<file path="src/rtl/uart_tx_fifo.sv">
// UART transmitter (8N1, LSB first) fed by a small FIFO so producers can burst bytes.
// Define UART_TX_PARITY_EN to insert an even parity bit after D7 (11-bit frames).
`timescale 1ns/1ps

module uart_tx_fifo #(
  parameter int Baudrate = 24,
  parameter int DEPTH    = 4
) (
  input  logic                     Clk,
  input  logic                     Reset,
  input  logic [7:0]               Data_in,
  input  logic                     Valid,
  output logic                     Ready,
  output logic                     TX,
  output logic                     Busy,
  output logic [$clog2(DEPTH):0]   Count
);

  localparam int AW = $clog2(DEPTH);
  localparam int CW = AW + 1;
  localparam int BW = (Baudrate > 1) ? $clog2(Baudrate) : 1;
  localparam logic [BW-1:0] BAUD_LAST = BW'(Baudrate - 1);

  typedef enum logic [2:0] {
    IDLE,
    START,
    DATA,
`ifdef UART_TX_PARITY_EN
    PARITY,
`endif
    STOP
  } state_t;

  state_t          state_q, state_d;
  logic [BW-1:0]   baud_q, baud_d;
  logic [2:0]      bit_q, bit_d;
  logic [7:0]      shift_q, shift_d;
  logic            tx_q, tx_d;
  logic [CW-1:0]   wr_ptr_q, rd_ptr_q;
  logic [7:0]      mem_q [DEPTH];
  logic [7:0]      head;
  logic            push, pop, full, baud_last;
`ifdef UART_TX_PARITY_EN
  logic            par_q, par_d;
`endif

  // FIFO occupancy from pointer difference; the extra MSB distinguishes full from empty
  assign Count     = wr_ptr_q - rd_ptr_q;
  assign full      = (Count == CW'(DEPTH));
  assign Ready     = !full;
  assign push      = Valid && Ready;
  assign head      = mem_q[rd_ptr_q[AW-1:0]];
  assign baud_last = (baud_q == BAUD_LAST);
  assign TX        = tx_q;
  assign Busy      = (state_q != IDLE) || (Count != '0);

  always_comb begin
    state_d = state_q;
    baud_d  = baud_q + 1'b1;
    bit_d   = bit_q;
    shift_d = shift_q;
    tx_d    = tx_q;
    pop     = 1'b0;
`ifdef UART_TX_PARITY_EN
    par_d   = par_q;
`endif
    unique case (state_q)
      IDLE: begin
        baud_d = '0;
        tx_d   = 1'b1;
        if (Count != '0) begin
          pop     = 1'b1;
          state_d = START;
          tx_d    = 1'b0;
        end
      end
      START: begin
        tx_d = 1'b0;
        if (baud_last) begin
          state_d = DATA;
          baud_d  = '0;
          bit_d   = '0;
          tx_d    = shift_q[0];
        end
      end
      DATA: begin
        if (baud_last) begin
          baud_d = '0;
          if (bit_q == 3'd7) begin
`ifdef UART_TX_PARITY_EN
            state_d = PARITY;
            tx_d    = par_q;
`else
            state_d = STOP;
            tx_d    = 1'b1;
`endif
          end else begin
            bit_d   = bit_q + 3'd1;
            shift_d = {1'b0, shift_q[7:1]};
            tx_d    = shift_q[1];
          end
        end
      end
`ifdef UART_TX_PARITY_EN
      PARITY: begin
        if (baud_last) begin
          state_d = STOP;
          baud_d  = '0;
          tx_d    = 1'b1;
        end
      end
`endif
      STOP: begin
        tx_d = 1'b1;
        if (baud_last) begin
          baud_d = '0;
          // Back-to-back frames: next start bit follows the stop bit with no idle gap
          if (Count != '0) begin
            pop     = 1'b1;
            state_d = START;
            tx_d    = 1'b0;
          end else begin
            state_d = IDLE;
          end
        end
      end
      default: begin
        state_d = IDLE;
        baud_d  = '0;
        tx_d    = 1'b1;
      end
    endcase
    if (pop) begin
      shift_d = head;
`ifdef UART_TX_PARITY_EN
      par_d   = ^head;
`endif
    end
  end

  always_ff @(posedge Clk) begin
    if (Reset) begin
      state_q  <= IDLE;
      baud_q   <= '0;
      bit_q    <= '0;
      tx_q     <= 1'b1;
      wr_ptr_q <= '0;
      rd_ptr_q <= '0;
    end else begin
      state_q  <= state_d;
      baud_q   <= baud_d;
      bit_q    <= bit_d;
      tx_q     <= tx_d;
      if (push) wr_ptr_q <= wr_ptr_q + CW'(1);
      if (pop)  rd_ptr_q <= rd_ptr_q + CW'(1);
    end
  end

  // Data storage carries no reset; it is only observed after a pop loads it
  always_ff @(posedge Clk) begin
    shift_q <= shift_d;
`ifdef UART_TX_PARITY_EN
    par_q   <= par_d;
`endif
    if (push) mem_q[wr_ptr_q[AW-1:0]] <= Data_in;
  end

endmodule

</file>
<file path="config.mk">
export PLATFORM = sky130hd
export DESIGN_NAME = uart_tx_fifo
export DESIGN_NICKNAME = d
export VERILOG_FILES = /design/src/rtl/uart_tx_fifo.sv
export SDC_FILE = /design/constraint.sdc
export NUM_CORES = 1
export LEC_CHECK = 0
export ABC_CLOCK_PERIOD_IN_PS = 6500
export BUFFER_PORTS_ARGS = -buffer_cell sky130_fd_sc_hd__buf_2
export CAP_MARGIN = 20
export CORE_ASPECT_RATIO = 1.1
export CORE_UTILIZATION = 50
export DETAILED_ROUTE_END_ITERATION = 8
export GPL_TIMING_DRIVEN = 0
export PLACE_DENSITY = 0.68
export SYNTH_ARGS = -nofsm -noshare
export SYNTH_HDL_FRONTEND = slang
export SYNTH_SLANG_ARGS = --single-unit
</file>
<file path="constraint.sdc">
create_clock -name Clk -period 6.5 [get_ports Clk]
set_clock_uncertainty 0.2 [all_clocks]
set_input_delay 1.3 -clock Clk [delete_from_list [all_inputs] [get_ports Clk]]
set_output_delay 1.3 -clock Clk [all_outputs]
set_load 0.05 [all_outputs]
</file>
==> results.yml, run 1 <==
run_status:
  status: "complete, no violations"
logic_synthesis:
  synth_edf_count: 40
  async_flop_share_pct: 0
  synth_cells: 185
  seq_area_frac_synth_pct: 59.6
  avgSynthCellArea_um2: 14.3
  synth_flop_cell: "edfxtp_1"
  synthesis.area_um2: 2650
  synth_fp_nets: 210
  synth.distinct_cells: 43
  synth_seq_cells: 59
  yosysWarnings: 0
drt:
  vias: 1538
  wirelength_um: 4380
  drc: 0
  viasPerCell: 5.57
  routedWlPerCell_um: 15.9
  dr.pass1.iters: 4
  drtIter0Drc: 44
  ant_nets: 0
timing:
  worst_slack_ns: 2.57
  setup_viol: 0
  slew-limit-headroom_pct: 52.6
  finalHoldViolCount: 0
  maxSlewViolCount: 0
  worstMarginPinSlew_ns: 0.711
  rsz0062_at_grt: "no"
  max_freq_mhz: 255
  final.period_utilization_pct: 60.4
  finalCriticalPeriod_ns: 3.93
  fin_tns_setup_ns: 0
die:
  die_x_um: 71.5
  floorplan.rows: 27
  dieArea_um2: 5600
  core_um2: 5070
  die_h_um: 78.4
  io_pins: 17
  initial_core_util_pct: 52.4
pwr:
  p_sw_w: 0.000552
  leakage_nw: 1.13
  combPwrFrac_pct: 41.3
  pwr-share-seq_pct: 35.6
  switching_share_pct: 35.5
  peakVddDrop_mv: 0.227
  clkPwrFrac_pct: 23.1
  power_density_nw_per_um2: 513
  p_int_w: 0.00100
grt:
  grt.total_usage_pct: 17.6
  grt_antenna_before_repair: 0
  grt_overflow: 0
  grt_pass1_wl_um: 7180
  grt_pass1_vias: 1534
  grt_max_degree: 12
worst_setup_path:
  r2r_start: "wr_ptr_q[0]$_SDFFE_PP0P_"
  crit_start: "wr_ptr_q[0]$_SDFFE_PP0P_"
  end_kind: "output port"
  reg2regPathDepth: 6
  startpoint_type: "register"
  cp.arrival_ns: 2.43
  r2r_setup_slack_ns: 3.69
  path_max_fanout: 6
  crit_type: "register to output port"
  cp.required_ns: 5.00
  timing.rr.end: "mem_q[0][5]$_DFFE_PP_"
final_layout:
  antenna_cells: 0
  nNetsFinal: 238
  drive_above_1_share_pct: 27.5
  fillers: 404
  area_growth_pct: 14.2
min_path:
  holdPathEnd: "baud_q[0]$_SDFF_PP0_"
  min-delay-path-class: "register to register"
  holdPathStages: 1
  min_from: "baud_q[0]$_SDFF_PP0_"
clock_network:
  post_cts_buffers: 0
  cts_tree: "yes"
  post_cts_resized: 0
  clk_path_buf_depth: 2
  cts_htree_levels: 3
  cts_root_buffer: "clkbuf_8"
  clock_latency_ns: 0.33
  hold_buffers: 0
  numCtsBuffers: 9
  clock-sinks: 59
  path_clk_slew_ns: 0.07
place:
  numPortBuffers: 16
  place_congestion: 0.823
  post-place-ws_ns: 2.95
  dp_hpwl_um: 3020
job:
  maxCapViolCount: 0
power groups by stage:
| stage | combinational (W) | clock [W] | sequential (W) |
|---|---|---|---|
| detailed placement | 0.000647 | 0 | 0.000562 |
| finish | 0.000643 | 0.000359 | 0.000553 |
| global placement | 0.000627 | 0 | 0.000558 |
| floorplan | 0.000522 | 0 | 0.000558 |
| global route | 0.000701 | 0.000380 | 0.000560 |
| CTS | 0.000650 | 0.000369 | 0.000554 |
cells by family after synthesis:
kind of cell	Yosys count	synth area share (%)
xor gates and xnor gates	6	2.59
adders and majority gates	14	6.88
and+or+nand+nor	46	8.72
DFF	59	59.6
AOI/OAI and AO/OA	22	6.51
buffers and inverters	17	2.73
muxes	21	13.0
worst max path at each step:
stage          endpoint  slack, ns  depth (start not counted)
2_1_floorplan      Busy       2.94                          6
3_3_place_gp       Busy       3.02                          7
3_5_place_dp       Busy       2.95                          7
4_1_cts            Busy       2.57                          7
5_1_grt            Busy       2.39                          7
6_report           Busy       2.57                          7
worst max-delay path, stage by stage (launching register included):
cell and delay [ns]:
dfxtp_1 0.39, inv_1 0.11, ha_1 0.22, fa_1 0.38, xor3_2 0.32, nor2_1 0.31
nand2_1 0.13, buf_2 0.23
registers in the layout, indices dropped and copies added (netlist names), named ones only:
name / cells
wr_ptr_q: 3
TX: 1
rd_ptr_q: 3
state_q: 2
bit_q: 3
baud_q: 5
shift_q: 8
mem_q: 32
stage by stage:
| stage | hold WS (ns) | total power, W | std cells | utilization (%) | cell area (um2) |
|---|---|---|---|---|---|
| final | 0.256 | 0.00156 | 276 | 59.8 | 3030 |
| after detailed placement | 0.250 | 0.00121 | 260 | 55.5 | 2810 |
| after floorplan | 0.218 | 0.00108 | 185 | - | 2650 |
| after global routing | 0.295 | 0.00164 | 276 | 59.8 | 3030 |
| after CTS | 0.266 | 0.00157 | 276 | 59.8 | 3030 |
| after global placement | 0.229 | 0.00118 | 259 | 55.4 | 2810 |
Yosys cell counts (all sizes together), types with 3 or more instances:
cell type,n,share of area [%]
edfxtp,40,45
dfxtp,19,14
nor2,16,2.5
ha,13,6.1
nand2,11,1.6
inv,10,1.4
mux2,9,4.7
mux4,8,6.8
a21oi,5,1.1
and2,5,1.2
o21ai,5,0.94
buf,4,0.90
mux2i,4,1.5
clkbuf,3,0.42
nand3,3,0.57
xnor2,3,0.99
placed cells by master, fill, tap and decap left out, types with 3 or more instances in the layout:
master and instances:
xnor2_1 3, mux2i_1 4, inv_1 10, dfxtp_1 19
edfxtp_1 40, buf_2 17, clkbuf_8 9, clkinvlp_4 3
mux2_2 3, nor2_1 15, mux4_2 8, mux2_4 6
a21oi_1 4, and2_1 5, ha_1 13, o21ai_0 5
nand3_1 3, clkbuf_1 3, nand2_1 11
per-layer routing:
metal | track usage (%) | up-vias | share of wire [%]
li1 | - | 743 | -
met5 | 0 | - | 0
met4 | 9.61 | 0 | 1.7
met2 | 30.1 | 35 | 53
met3 | 3.85 | 6 | 2.9
met1 | 20.5 | 754 | 42
final cells by class:
type	count	area (um2)	share of cell area, %
flip-flops and latches	59	1580	52.2
multi-input cells	109	1000	33.0
clock buffers	9	124	4.09
clock inverters	7	92.6	3.06
repair buffers	17	87.6	2.89
well taps	58	72.6	2.39
inverters	10	37.5	1.24
plain buffers	7	35.0	1.16
Power figures use the tool's default switching activity.
==> run 2, diff against run 1 <==
--- a/config.mk
+++ b/config.mk
@@ -5,7 +5,8 @@
 export SDC_FILE = /design/constraint.sdc
 export NUM_CORES = 1
 export LEC_CHECK = 0
-export ABC_CLOCK_PERIOD_IN_PS = 6500
+export ABC_AREA = 1
+export ABC_CLOCK_PERIOD_IN_PS = 4000
 export BUFFER_PORTS_ARGS = -buffer_cell sky130_fd_sc_hd__buf_2
 export CAP_MARGIN = 20
 export CORE_ASPECT_RATIO = 1.1
==> constraint.sdc (replaced) <==
create_clock -name Clk -period 4 [get_ports Clk]
set_clock_uncertainty 0.2 [all_clocks]
set_input_delay 0.8 -clock Clk [delete_from_list [all_inputs] [get_ports Clk]]
set_output_delay 0.8 -clock Clk [all_outputs]
set_load 0.05 [all_outputs]
==> run 2 against run 1 <==
Clock power rose by 70%. Utilization grew 0.25 points. Flip-flop and latch count unchanged. Setup slack got worse by 1.8 ns. Synthesized cell count rose by 45%. First-iteration DRC count rose by 45%. Power rose by 65%. Sequential power rose by 63%. Critical path depth rose by 4. Combinational power is 63% higher. Final area up 0.41%. Clock-buffer cell count unchanged. Largest power group unchanged.
==> results.yml, run 2 <==
run_status:
  status: "complete, no violations"
timing:
  worst_slack_ns: 0.821
  finalHoldViolCount: 0
  rsz0062_at_grt: "no"
  worstMarginPinSlew_ns: 0.883
  final.period_utilization_pct: 79.5
  setup_viol: 0
  maxSlewViolCount: 0
  fin_tns_setup_ns: 0
  hold_slack_ns: 0.253
  max_freq_mhz: 315
  finalCriticalPeriod_ns: 3.18
  slew-limit-headroom_pct: 40.9
logic_synthesis:
  synthesis.area_um2: 2660
  synth_fp_nets: 294
  synth_cells: 269
  synth_seq_cells: 59
  synth.distinct_cells: 23
  async_flop_share_pct: 0
  yosysTopAreaCell: "edfxtp_1"
  yosys-top-cells-area: "edfxtp_1, dfxtp_1, nand2_1"
  avgSynthCellArea_um2: 9.90
  seq_area_frac_synth_pct: 59.4
  synthDominantCellAreaShare_pct: 45.1
  synthMostInstantiatedCell: "nand2_1"
  synth_top_cells_by_count: "nand2_1, nor2_1, edfxtp_1"
  synth_edf_count: 40
  synth_flop_cell: "edfxtp_1"
  yosysWarnings: 0
pwr:
  power_density_nw_per_um2: 841
  leakage_nw: 1.30
  peakVddDrop_mv: 0.465
clock_network:
  path_clk_slew_ns: 0.07
  cts_tree: "yes"
  numCtsBuffers: 9
  cts_htree_levels: 3
  clk_path_buf_depth: 2
  post_cts_buffers: 0
  clock_latency_ns: 0.34
  post_cts_resized: 0
  hold_buffers: 0
  clock-sinks: 59
  cts_root_buffer: "clkbuf_8"
die:
  die_h_um: 78.5
  die_x_um: 71.6
  dieArea_um2: 5620
  initial_core_util_pct: 52.5
  core_um2: 5070
  io_pins: 17
  floorplan.rows: 27
final_layout:
  largest_reg_flops: 32
  final_cells: 359
  nNetsFinal: 321
  seq_area_um2: 1580
  multi_input_area_um2: 928
  fillers: 418
  antenna_cells: 0
  area_growth_pct: 14.3
  layout_commonest_cell: "nand2_1"
  most-common-layout-cells: "nand2_1, nor2_1, edfxtp_1, inv_1, o21ai_0"
  final_core_util_pct: 60.0
  drive_above_1_share_pct: 14.6
job:
  maxCapViolCount: 0
drt:
  dr.pass1.iters: 4
  vias: 1836
  drtIter0Drc: 64
  wirelength_um: 4840
  drc: 0
  viasPerCell: 5.11
  routedWlPerCell_um: 13.5
  ant_nets: 0
grt:
  grt_pass1_vias: 1674
  grt_max_degree: 13
  grt.total_usage_pct: 19.0
  grt_antenna_before_repair: 0
  grt_overflow: 0
  grt_pass1_wl_um: 7760
worst_setup_path:
  reg2regPathDepth: 12
  path_max_fanout: 5
  path_cells: "inv_1 > ha_1 > fa_1 > inv_1 > nand2_1 > nand2_1 > nand2_1 > nand2_2 > inv_1 > nand2_4 > buf_2"
  cp.buffers_inverters: 4
  critPathMaxStageDelay_ns: 0.40
  r2r_setup_slack_ns: 1.10
  end_kind: "output port"
  cp.required_ns: 3.00
  timing.rr.end: "mem_q[3][1]$_DFFE_PP_"
  path_delay_family: "adder cells"
  startpoint_type: "register"
  cp.arrival_ns: 2.18
  crit_end: "Ready"
  slowest_stage: "dfxtp_1"
  r2r_start: "wr_ptr_q[0]$_SDFFE_PP0P_"
  crit_type: "register to output port"
  crit_cells: 11
  crit_start: "wr_ptr_q[0]$_SDFFE_PP0P_"
place:
  place_congestion: 0.838
  post-place-ws_ns: 1.10
  numPortBuffers: 15
  dp_hpwl_um: 3120
  dp_cells: 342
min_path:
  min-delay-path-class: "register to register"
  holdPathStages: 1
## run 2: changes by cell type after synthesis, moves of 5 or more
| cell | change |
|---|---|
| nand3_1 | +9 |
| nor2_1 | +26 |
| and2_1 | -5 |
| nand2_1 | +41 |
| o22ai_1 | +7 |
| inv_1 | +23 |
| mux2_4 | -6 |
| mux4_2 | -8 |
| o21ai_0 | +16 |
## run 2: power breakdown
group	internal, W	total (W)	switching [W]
clock	0.000354	0.000610	0.000256
sequential	0.000830	0.000902	0.0000725
combinational	0.000317	0.00105	0.000730
## run 2: final cells by class
cell class | instances | share of cell area, %
well taps | 58 | 2.38
plain buffers | 4 | 0.822
clock buffers | 9 | 4.07
repair buffers | 16 | 2.71
clock inverters | 7 | 3.33
flip-flops and latches | 59 | 52.0
inverters | 34 | 4.19
multi-input cells | 172 | 30.5
## run 2: through the flow
step	cell area, um2	power, W
floorplan	2660	0.00171
global placement	2810	0.00193
detailed placement	2810	0.00195
CTS	3040	0.00257
global route	3040	0.00274
finish	3040	0.00256
## run 2: worst register-to-register path, stage by stage (launching register included)
cell and delay (ns):
dfxtp_1 0.40, inv_1 0.11, ha_1 0.21, fa_1 0.38
inv_1 0.06, nand2_1 0.06, nand2_1 0.07, nand2_1 0.05
nand2_2 0.09, inv_1 0.08, nand2_4 0.08, nand2_4 0.07
nor2_1 0.67
## run 2: worst min path at each step
stage / to / from
after global routing: baud_q[0]$_SDFF_PP0_ / baud_q[0]$_SDFF_PP0_
after global placement: baud_q[0]$_SDFF_PP0_ / baud_q[0]$_SDFF_PP0_
after CTS: baud_q[0]$_SDFF_PP0_ / baud_q[0]$_SDFF_PP0_
final: baud_q[0]$_SDFF_PP0_ / baud_q[0]$_SDFF_PP0_
after detailed placement: baud_q[0]$_SDFF_PP0_ / baud_q[0]$_SDFF_PP0_
after floorplan: baud_q[0]$_SDFF_PP0_ / baud_q[0]$_SDFF_PP0_
## run 2: cell families (layout without fill, tap and decap cells)
kind of cell    Yosys count  in the layout  share of synthesized area, %
simple gates            113            113                          17.8
compound gates           41             41                          8.93
flops                    59             59                          59.4
xor+xnor                  4              4                          1.32
buf+inv                  38             70                          5.73
fa+ha+maj                14             14                          6.86
## run 2: metal layers
metal / wire (um) / GRT usage [%] / part of all wire (%) / vias to the layer above
met1: 2260 / 22.1 / 47 / 854
met3: 168 / 6.16 / 3.5 / 9
li1: - / - / - / 943
met5: 0 / 0 / 0 / -
met2: 2310 / 31.8 / 48 / 30
met4: 95 / 9.02 / 2.0 / 0
==> run 3, diff against run 2 <==
--- a/config.mk
+++ b/config.mk
@@ -6,14 +6,14 @@
 export NUM_CORES = 1
 export LEC_CHECK = 0
 export ABC_AREA = 1
-export ABC_CLOCK_PERIOD_IN_PS = 4000
+export ABC_CLOCK_PERIOD_IN_PS = 2840
 export BUFFER_PORTS_ARGS = -buffer_cell sky130_fd_sc_hd__buf_2
 export CAP_MARGIN = 20
 export CORE_ASPECT_RATIO = 1.1
 export CORE_UTILIZATION = 50
 export DETAILED_ROUTE_END_ITERATION = 8
 export GPL_TIMING_DRIVEN = 0
-export PLACE_DENSITY = 0.68
+export PLACE_DENSITY = 0.7
 export SYNTH_ARGS = -nofsm -noshare
 export SYNTH_HDL_FRONTEND = slang
 export SYNTH_SLANG_ARGS = --single-unit
==> constraint.sdc (replaced) <==
create_clock -name Clk -period 2.84 [get_ports Clk]
set_clock_uncertainty 0.2 [all_clocks]
set_input_delay 0.568 -clock Clk [delete_from_list [all_inputs] [get_ports Clk]]
set_output_delay 0.568 -clock Clk [all_outputs]
set_load 0.05 [all_outputs]
==> run 3 against run 2 <==
Critical endpoint unchanged. Cell count is the same. First-iteration DRC count grew 28%. Wire length shrank 5.9%. Setup slack lost 0.68 ns. Critical path type unchanged. Critical path depth is the same. Clock-buffer cell count is the same. Final area grew 2.2%. Largest power group unchanged. Die area is the same.
==> results.yml, run 3 (synthesized netlist as in run 2, its figures left out) <==
run_status:
  status: "complete, no violations"
clock_network:
  cts_tree: "yes"
  cts_htree_levels: 3
  hold_buffers: 0
  clock_latency_ns: 0.33
  clk_path_buf_depth: 2
  cts_root_buffer: "clkbuf_8"
  numCtsBuffers: 9
  path_clk_slew_ns: 0.06
  clock-sinks: 59
pwr:
  switching_share_pct: 39.4
  leakage_nw: 1.32
  clkPwrFrac_pct: 23.9
  peakVddDrop_mv: 0.922
  combPwrFrac_pct: 42.1
  power_density_nw_per_um2: 1200
  p_sw_w: 0.00148
  p_int_w: 0.00227
  pwr-share-seq_pct: 33.9
timing:
  max_freq_mhz: 371
  maxSlewViolCount: 0
  worstMarginPinSlew_ns: 0.480
  finalHoldViolCount: 0
  setup_viol: 0
  rsz0062_at_grt: "no"
  slew-limit-headroom_pct: 68.0
  hold_slack_ns: 0.243
  finalCriticalPeriod_ns: 2.70
  final.period_utilization_pct: 94.9
grt:
  grt.total_usage_pct: 18.7
  grt_max_degree: 11
  grt_antenna_before_repair: 0
  grt_overflow: 0
  grt_pass1_wl_um: 7680
  grt_pass1_vias: 1721
final_layout:
  layout_commonest_cell: "nand2_1"
  area_growth_pct: 16.8
  drive_above_1_share_pct: 18.9
  antenna_cells: 0
  final_cells: 359
  fin_area_um2: 3110
  largest_reg_flops: 32
  nNetsFinal: 322
  most-common-layout-cells: "nand2_1, edfxtp_1, nor2_1, inv_1, o21ai_0"
  fillers: 427
die:
  floorplan.rows: 27
  io_pins: 17
  initial_core_util_pct: 52.5
  die_x_um: 71.6
  die_h_um: 78.5
  core_um2: 5070
  dieArea_um2: 5620
drt:
  dr.pass1.iters: 4
  drtIter0Drc: 82
  wirelength_um: 4550
  vias: 1841
  drc: 0
  routedWlPerCell_um: 12.7
  viasPerCell: 5.13
  ant_nets: 0
worst_setup_path:
  r2r_setup_slack_ns: 0.23
  startpoint_type: "register"
  crit_type: "register to output port"
  end_kind: "output port"
  cp.required_ns: 2.07
  path_max_fanout: 5
  r2r_start: "wr_ptr_q[0]$_SDFFE_PP0P_"
  crit_start: "wr_ptr_q[0]$_SDFFE_PP0P_"
  cp.arrival_ns: 1.93
place:
  numPortBuffers: 15
  dp_hpwl_um: 3120
  dp_cells: 342
  place_congestion: 0.853
  placed_cell_area_um2: 2810
job:
  maxCapViolCount: 0
min_path:
  min-delay-path-class: "input port to register"
  min_from: "Data_in[6]"
-- run 3: cell types whose count changed in the layout (fill, tap and decap cells not counted), sizes merged --
cell	before	now
buf	18	20
clkinvlp	2	0
bufinv	2	3
clkbuf	11	10
clkinv	2	3
inv	35	34
-- run 3: repair_timing --
item                                    in CTS  in global routing
endpoints found under the setup margin      35                  3
gates resized for setup                     13                  9
buffers inserted                             0                  1
pin swaps                                    0                  4
-- run 3: cell type report --
class                   instances  area, um2  area share (%)
flip-flops and latches         59       1590            51.0
multi-input cells             172        961            30.9
inverters                      34        128            4.10
repair buffers                 17        110            3.54
plain buffers                   4       25.0           0.805
well taps                      58       72.6            2.33
clock inverters                 6        105            3.38
clock buffers                   9        124            3.98
-- run 3: final timing paths --
check / to / cells past startpoint
worst max register to register: mem_q[3][1]$_DFFE_PP_ / 13
worst min register to register: baud_q[0]$_SDFF_PP0_ / 1
worst min-delay path: mem_q[3][6]$_DFFE_PP_ / 1
worst max-delay path: Ready / 11
-- run 3: metrics by stage --
stage	utilization (%)	TNS (ns)	power, W	setup slack (ns)
2_1_floorplan	-	-0.475	0.00241	-0.0149
3_3_place_gp	55.5	-0.149	0.00270	-0.0110
3_5_place_dp	55.5	-1.46	0.00273	-0.0640
4_1_cts	60.6	0	0.00369	0.0145
5_1_grt	61.4	0	0.00401	0.0110
6_report	61.4	0	0.00374	0.144
-- run 3: power by group through the flow --
stage               sequential (W)  clock [W]  combinational (W)
detailed placement         0.00129          0            0.00144
global placement           0.00128          0            0.00142
floorplan                  0.00128          0            0.00113
CTS                        0.00127   0.000910            0.00151
finish                     0.00127   0.000896            0.00158
global route               0.00129   0.000949            0.00177
-- run 3: critical path: stages, from the launching register on --
cell and delay, ns:
dfxtp_4 0.37, inv_2 0.05, ha_2 0.18, fa_2 0.36, inv_1 0.07, nand2_2 0.05, nand2_2 0.05, nand2_1 0.05
nand2_2 0.12, inv_2 0.07, nand2_4 0.07, buf_8 0.14
-- run 3: per-layer routing --
| metal | vias up | wire length, um | global-route usage [%] |
|---|---|---|---|
| li1 | 944 | - | - |
| met2 | 39 | 2150 | 28.9 |
| met4 | 0 | 128 | 13.3 |
| met5 | - | 0 | 0 |
| met3 | 12 | 169 | 4.24 |
| met1 | 846 | 2100 | 23.1 |
